===== src/rtl/oib_ib_receiver.sv =====
// oib_ib_receiver: inbound 8b+odd-parity byte-bus receiver with length-header framing and output FIFO.
// Define OIB_IB_RECEIVER_STATS_EN to build the parity-error / drop statistics counters.
module oib_ib_receiver #(
    parameter int DEPTH = 16,
    parameter int CNT_W = 16
) (
    input  logic             clk,
    input  logic             ext_rst_n,
    input  logic [7:0]       ib_data,
    input  logic             ib_pty,
    output logic [7:0]       rx_data,
    output logic             rx_first,
    output logic             rx_last,
    output logic             rx_err,
    output logic             rx_valid,
    input  logic             rx_ready,
    input  logic             cnt_clr,
    output logic             in_frame,
    output logic [CNT_W-1:0] parity_err_cnt,
    output logic [CNT_W-1:0] drop_cnt
);
    localparam int AW = $clog2(DEPTH);

    typedef logic [AW:0]   occ_t;
    typedef logic [AW-1:0] ptr_t;
    typedef struct packed {
        logic       first;
        logic       last;
        logic       err;
        logic [7:0] data;
    } entry_t;
    typedef enum logic [1:0] {IDLE, PAYLOAD, DROP} state_t;

    logic [7:0] in_data;
    logic       in_pty;
    logic       good;

    state_t     state_q, state_d;
    logic [3:0] rem_q, rem_d;
    logic       push, pop, pe_inc, drop_inc, admit;
    entry_t     push_entry;
    occ_t       occ_q, free, need;
    ptr_t       wr_ptr, rd_ptr;
    entry_t     mem [DEPTH];
    entry_t     head;

    // Reset value 0x00/pty=1 is a well-formed idle filler byte.
    always_ff @(posedge clk or negedge ext_rst_n) begin
        if (!ext_rst_n) begin
            in_data <= 8'h00;
            in_pty  <= 1'b1;
        end else begin
            in_data <= ib_data;
            in_pty  <= ib_pty;
        end
    end

    assign good = ^{in_pty, in_data};

    // Admission looks at occupancy before this cycle's pop, so it never over-commits.
    assign free  = occ_t'(DEPTH) - occ_q;
    assign need  = occ_t'(in_data[3:0]) + occ_t'(1);
    assign admit = (free >= need);

    always_ff @(posedge clk or negedge ext_rst_n) begin
        if (!ext_rst_n) begin
            state_q <= IDLE;
            rem_q   <= 4'd0;
        end else begin
            state_q <= state_d;
            rem_q   <= rem_d;
        end
    end

    always_comb begin
        state_d    = state_q;
        rem_d      = rem_q;
        push       = 1'b0;
        push_entry = '0;
        pe_inc     = 1'b0;
        drop_inc   = 1'b0;
        case (state_q)
            IDLE: begin
                if (!good) begin
                    pe_inc = 1'b1;
                end else if (in_data != 8'h00) begin
                    if (admit) begin
                        push       = 1'b1;
                        push_entry = '{first: 1'b1, last: (in_data[3:0] == 4'd0), err: 1'b0, data: in_data};
                        if (in_data[3:0] != 4'd0) begin
                            state_d = PAYLOAD;
                            rem_d   = in_data[3:0];
                        end
                    end else begin
                        drop_inc = 1'b1;
                        if (in_data[3:0] != 4'd0) begin
                            state_d = DROP;
                            rem_d   = in_data[3:0];
                        end
                    end
                end
            end
            PAYLOAD: begin
                push  = 1'b1;
                rem_d = rem_q - 4'd1;
                if (good) begin
                    push_entry = '{first: 1'b0, last: (rem_q == 4'd1), err: 1'b0, data: in_data};
                    if (rem_q == 4'd1) state_d = IDLE;
                end else begin
                    // Truncate the frame at the bad byte and discard the remainder.
                    push_entry = '{first: 1'b0, last: 1'b1, err: 1'b1, data: in_data};
                    pe_inc     = 1'b1;
                    state_d    = (rem_q == 4'd1) ? IDLE : DROP;
                end
            end
            DROP: begin
                rem_d = rem_q - 4'd1;
                if (rem_q == 4'd1) state_d = IDLE;
            end
            default: begin
                state_d = IDLE;
                rem_d   = 4'd0;
            end
        endcase
    end

    assign in_frame = (state_q != IDLE);

    assign rx_valid = (occ_q != '0);
    assign pop      = rx_valid & rx_ready;

    always_ff @(posedge clk or negedge ext_rst_n) begin
        if (!ext_rst_n) begin
            wr_ptr <= '0;
            rd_ptr <= '0;
            occ_q  <= '0;
        end else begin
            if (push) wr_ptr <= wr_ptr + ptr_t'(1);
            if (pop)  rd_ptr <= rd_ptr + ptr_t'(1);
            occ_q <= occ_q + occ_t'(push) - occ_t'(pop);
        end
    end

    always_ff @(posedge clk) begin
        if (push) mem[wr_ptr] <= push_entry;
    end

    always_ff @(posedge clk) begin
        if (ext_rst_n) assert (!(push && occ_q == occ_t'(DEPTH)));
    end

    // Storage is not reset, so the head is masked while the FIFO is empty.
    assign head     = rx_valid ? mem[rd_ptr] : '0;
    assign rx_data  = head.data;
    assign rx_first = head.first;
    assign rx_last  = head.last;
    assign rx_err   = head.err;

`ifdef OIB_IB_RECEIVER_STATS_EN
    logic [CNT_W-1:0] pe_q, dr_q;

    always_ff @(posedge clk or negedge ext_rst_n) begin
        if (!ext_rst_n) begin
            pe_q <= '0;
            dr_q <= '0;
        end else if (cnt_clr) begin
            pe_q <= '0;
            dr_q <= '0;
        end else begin
            if (pe_inc && pe_q != '1)   pe_q <= pe_q + CNT_W'(1);
            if (drop_inc && dr_q != '1) dr_q <= dr_q + CNT_W'(1);
        end
    end

    assign parity_err_cnt = pe_q;
    assign drop_cnt       = dr_q;
`else
    logic unused_stats;
    assign unused_stats   = ^{cnt_clr, pe_inc, drop_inc};
    assign parity_err_cnt = '0;
    assign drop_cnt       = '0;
`endif

endmodule


===== config.mk =====
export PLATFORM = sky130hd
export DESIGN_NAME = oib_ib_receiver
export DESIGN_NICKNAME = d
export VERILOG_FILES = /design/src/rtl/oib_ib_receiver.sv
export SDC_FILE = /design/constraint.sdc
export NUM_CORES = 1
export LEC_CHECK = 0
export BUFFER_PORTS_ARGS = -buffer_cell sky130_fd_sc_hd__buf_2
export CORE_MARGIN = 2
export CORE_UTILIZATION = 56
export CTS_CLUSTER_SIZE = 10
export DETAILED_ROUTE_END_ITERATION = 10
export PLACE_DENSITY = 0.75
export SETUP_SLACK_MARGIN = 0.15
export SLEW_MARGIN = 10
export SYNTH_ARGS = -nofsm -noshare
export SYNTH_HDL_FRONTEND = slang
export SYNTH_SLANG_ARGS = --single-unit

===== constraint.sdc =====
create_clock -name clk -period 5 [get_ports clk]
set_input_delay 0.25 -clock clk [delete_from_list [all_inputs] [get_ports clk]]
set_output_delay 0.25 -clock clk [all_outputs]
set_load 0.1 [all_outputs]

==> flow_metrics.env <==
export IMPL_crit_start="occ_q[1]"
export IMPL_io_pins=58
export IMPL_drtAntennaViolNets=0
export IMPL_clock_path_buffers=3
export IMPL_grt_pass1_wl_mm=26.6
export IMPL_min_path_cells=4
export IMPL_fmax_ghz=0.268
export IMPL_grt_setup_unrepaired="false"
export IMPL_gp_congestion=0.797
export IMPL_port_buffers=24
export IMPL_path_clk_slew_ns=0.05
export IMPL_die_area_sq_um=17100
export IMPL_worstSetupPathType="register to register"
export IMPL_grt_max_degree=47
export IMPL_hold_worst_slack_ns=0.258
export IMPL_nNetsFinal=626
export IMPL_drive_gt1_share_pct=21.2
export IMPL_period_share_pct=74.5
export IMPL_syn_cell_area_sq_um=8980
export IMPL_cp_arrival_ns=4.10
export IMPL_clock_skew_ns=0.00940
export IMPL_insertion_delay_ns=0.50
export IMPL_rr_endpoint="occ_q[4]"
export IMPL_drt_first_iter_violations=446
export IMPL_cp_end_kind="register"
export IMPL_max_cap_violations=0
export IMPL_syn_area_per_cell_sq_um=17.2
export IMPL_die_x_um=131
export IMPL_post_cts_resized=0
export IMPL_cts_hold_buf=10
export IMPL_cts_buffers_inserted=24
export IMPL_dr_pass1_iters=5
export IMPL_syn_to_final_growth_pct=12.6
export IMPL_synth_edff_count=176
export IMPL_synth_distinct_cells=46
export IMPL_final_util_pct=64.1
export IMPL_holdPathEnd="rd_ptr[2]"
export IMPL_worstMarginPinSlew_ns=1.14
export IMPL_n_antenna_cell=0
export IMPL_grt_met2_usage_pct=36.1
export IMPL_setup_slack_ns=1.28
export IMPL_cts_tree="done"
export IMPL_layout_min_cycle_time_ns=3.72
export IMPL_dpl_hpwl_mm=10.5
export IMPL_hp_start="rx_ready"
export IMPL_yosysSeqAreaShare_pct=66.7
export IMPL_antenna_found_initial=0
export IMPL_avgRoutedWirePerCell_um=21.4
export IMPL_yosysWarnings=0
export IMPL_vias=4571
export IMPL_hold_viol=0
export IMPL_slew_violations=0
export IMPL_slew_headroom_pct=23.9
export IMPL_first_global_vias=4708
export IMPL_clockRootBuffer="clkbuf_16"
export IMPL_start_kind="register"
export IMPL_place_ws_ns=1.27
export IMPL_outcome="finished, final reports clean"
export IMPL_min_path_type="primary input to register"
export IMPL_grt_usage_pct=21.3
export IMPL_cts_setup_buffers=0
export IMPL_reg2reg_from="occ_q[1]"
export IMPL_core_sq_um=15800
export IMPL_grt_util_met3_pct=3.58
export IMPL_ys_ff_latch=204
export IMPL_r2r_slack_ns=1.28
export IMPL_setup_tns_ns=0
export IMPL_htree_levels=1
export IMPL_start_util_pct=56.9
export IMPL_globalRouteMet1Util_pct=29.3
export IMPL_vias_per_cell=5.61
export IMPL_drt_drc_violations_left=0
export IMPL_reg2reg_depth=18
export IMPL_grt_busiest_layer="met2"
export IMPL_placementRows=46
export IMPL_synthArstFlopShare_pct=13.7
export IMPL_grt_overflow=0
export IMPL_required_ns=5.38
export IMPL_synth_ff_type="edfxtp_1"
export IMPL_setup_violations=0
export IMPL_synthCells=523
export IMPL_worstPathMaxFanout=27
export IMPL_cts_sinks=204
export IMPL_finalWirelength_mm=17.5
export IMPL_fp_dieH_um=131
## layout by cell type (no fill, tap or decap), drive strengths merged, types with 3 or more instances in the layout
cell / count
edfxtp: 176
mux4: 55
clkbuf: 43
buf: 42
nor2: 36
inv: 35
conb: 32
ha: 31
dfrtp: 27
nand2: 22
and2: 13
xnor2: 11
dlygate4sd3: 10
o21ai: 10
a21oi: 9
nand3: 7
xor2: 4
nor2b: 3
a31oi: 3
nor3: 3
a22oi: 3
## critical path: stages, from the launching register on
cell and delay (ns):
dfrtp_1 0.40, inv_1 0.10, ha_1 0.22, and2_1 0.14, ha_1 0.26, inv_1 0.04
ha_1 0.29, nand2_1 0.06, o21ai_1 0.56, a21oi_4 0.34, inv_1 0.15, ha_1 0.17
inv_1 0.05, fa_1 0.39, nor2_1 0.12, nor2_1 0.04, nor2_1 0.09, nor2_1 0.06
xnor2_1 0.12
## layout make-up
type / count / area [sq um]
Multi-Input combinational cell: 264 / 2630
Sequential cell: 204 / 5990
Clock inverter: 1 / 30.0
Clock buffer: 43 / 703
Fill cell: 1095 / 5670
Tap cell: 216 / 270
Timing Repair Buffer: 52 / 355
Inverter: 35 / 131
## cells by family (layout without fill, tap and decap cells)
logic type | after synthesis | count (layout) | share of synthesized area (%)
other | 1 | 32 | 0.0418
flip-flops | 204 | 204 | 66.7
AO/OA/AOI/OAI | 34 | 34 | 2.47
XOR/XNOR | 17 | 17 | 1.98
adder cells (fa/ha/maj) | 32 | 32 | 4.54
multiplexers | 57 | 57 | 14.2
buffers and inverters | 86 | 131 | 5.35
AND/OR/NAND/NOR | 92 | 92 | 4.70
## metrics by stage
step,instance area (sq um),std cells
detailed placement,9270,761
global route,10100,815
CTS,10100,815
floorplan,9090,554
finish,10100,815
global placement,9270,761
## registers in the layout, summed over array words and instances (netlist names)
| register | count |
|---|---|
| in_pty | 1 |
| occ_q | 5 |
| mem | 176 |
| rd_ptr | 4 |
| wr_ptr | 4 |
| rem_q | 4 |
| in_data | 8 |
| state_q | 2 |
## synth_stat cells (2+ instances only)
| cell | count | share of area, % |
|---|---|---|
| mux4_1 | 4 | 1.2 |
| xnor2_1 | 11 | 1.1 |
| buf_2 | 3 | 0.17 |
| nor2b_1 | 3 | 0.21 |
| nand3_1 | 7 | 0.39 |
| and2_1 | 12 | 0.84 |
| or3_1 | 2 | 0.14 |
| nor3_1 | 3 | 0.17 |
| buf_1 | 3 | 0.13 |
| xor2_1 | 4 | 0.39 |
| nor2_1 | 36 | 1.5 |
| a31oi_1 | 3 | 0.21 |
| o211ai_1 | 2 | 0.17 |
| dfrtp_1 | 27 | 7.5 |
| inv_1 | 35 | 1.5 |
| buf_4 | 33 | 2.8 |
| a41oi_1 | 2 | 0.20 |
| a21oi_1 | 8 | 0.45 |
| a22oi_1 | 3 | 0.25 |
| mux4_2 | 51 | 13 |
| clkbuf_1 | 8 | 0.33 |
| edfxtp_1 | 176 | 59 |
| nand2b_1 | 2 | 0.14 |
| ha_1 | 31 | 4.3 |
| nand2_1 | 22 | 0.92 |
| buf_6 | 4 | 0.50 |
| o21ai_0 | 9 | 0.50 |
## layer usage
metal  vias up  wire length [um]
li1       2035                 -
met1      2323              7140
met2       179              8890
met3        34              1080
met4         0               344
met5         -                 0
## how the worst max path moves through the flow
stage | endpoint | slack, ns | cells past startpoint
5_1_grt | occ_q[4] | 1.06 | 18
2_1_floorplan | occ_q[4] | 1.70 | 19
6_report | occ_q[4] | 1.28 | 18
4_1_cts | mem[12][3] | 1.25 | 10
3_5_place_dp | mem[12][1] | 1.27 | 10
3_3_place_gp | occ_q[4] | 1.33 | 18
Power is not shown: default switching activity piles up to over one toggle a cycle in this logic, so the estimate is an artifact.
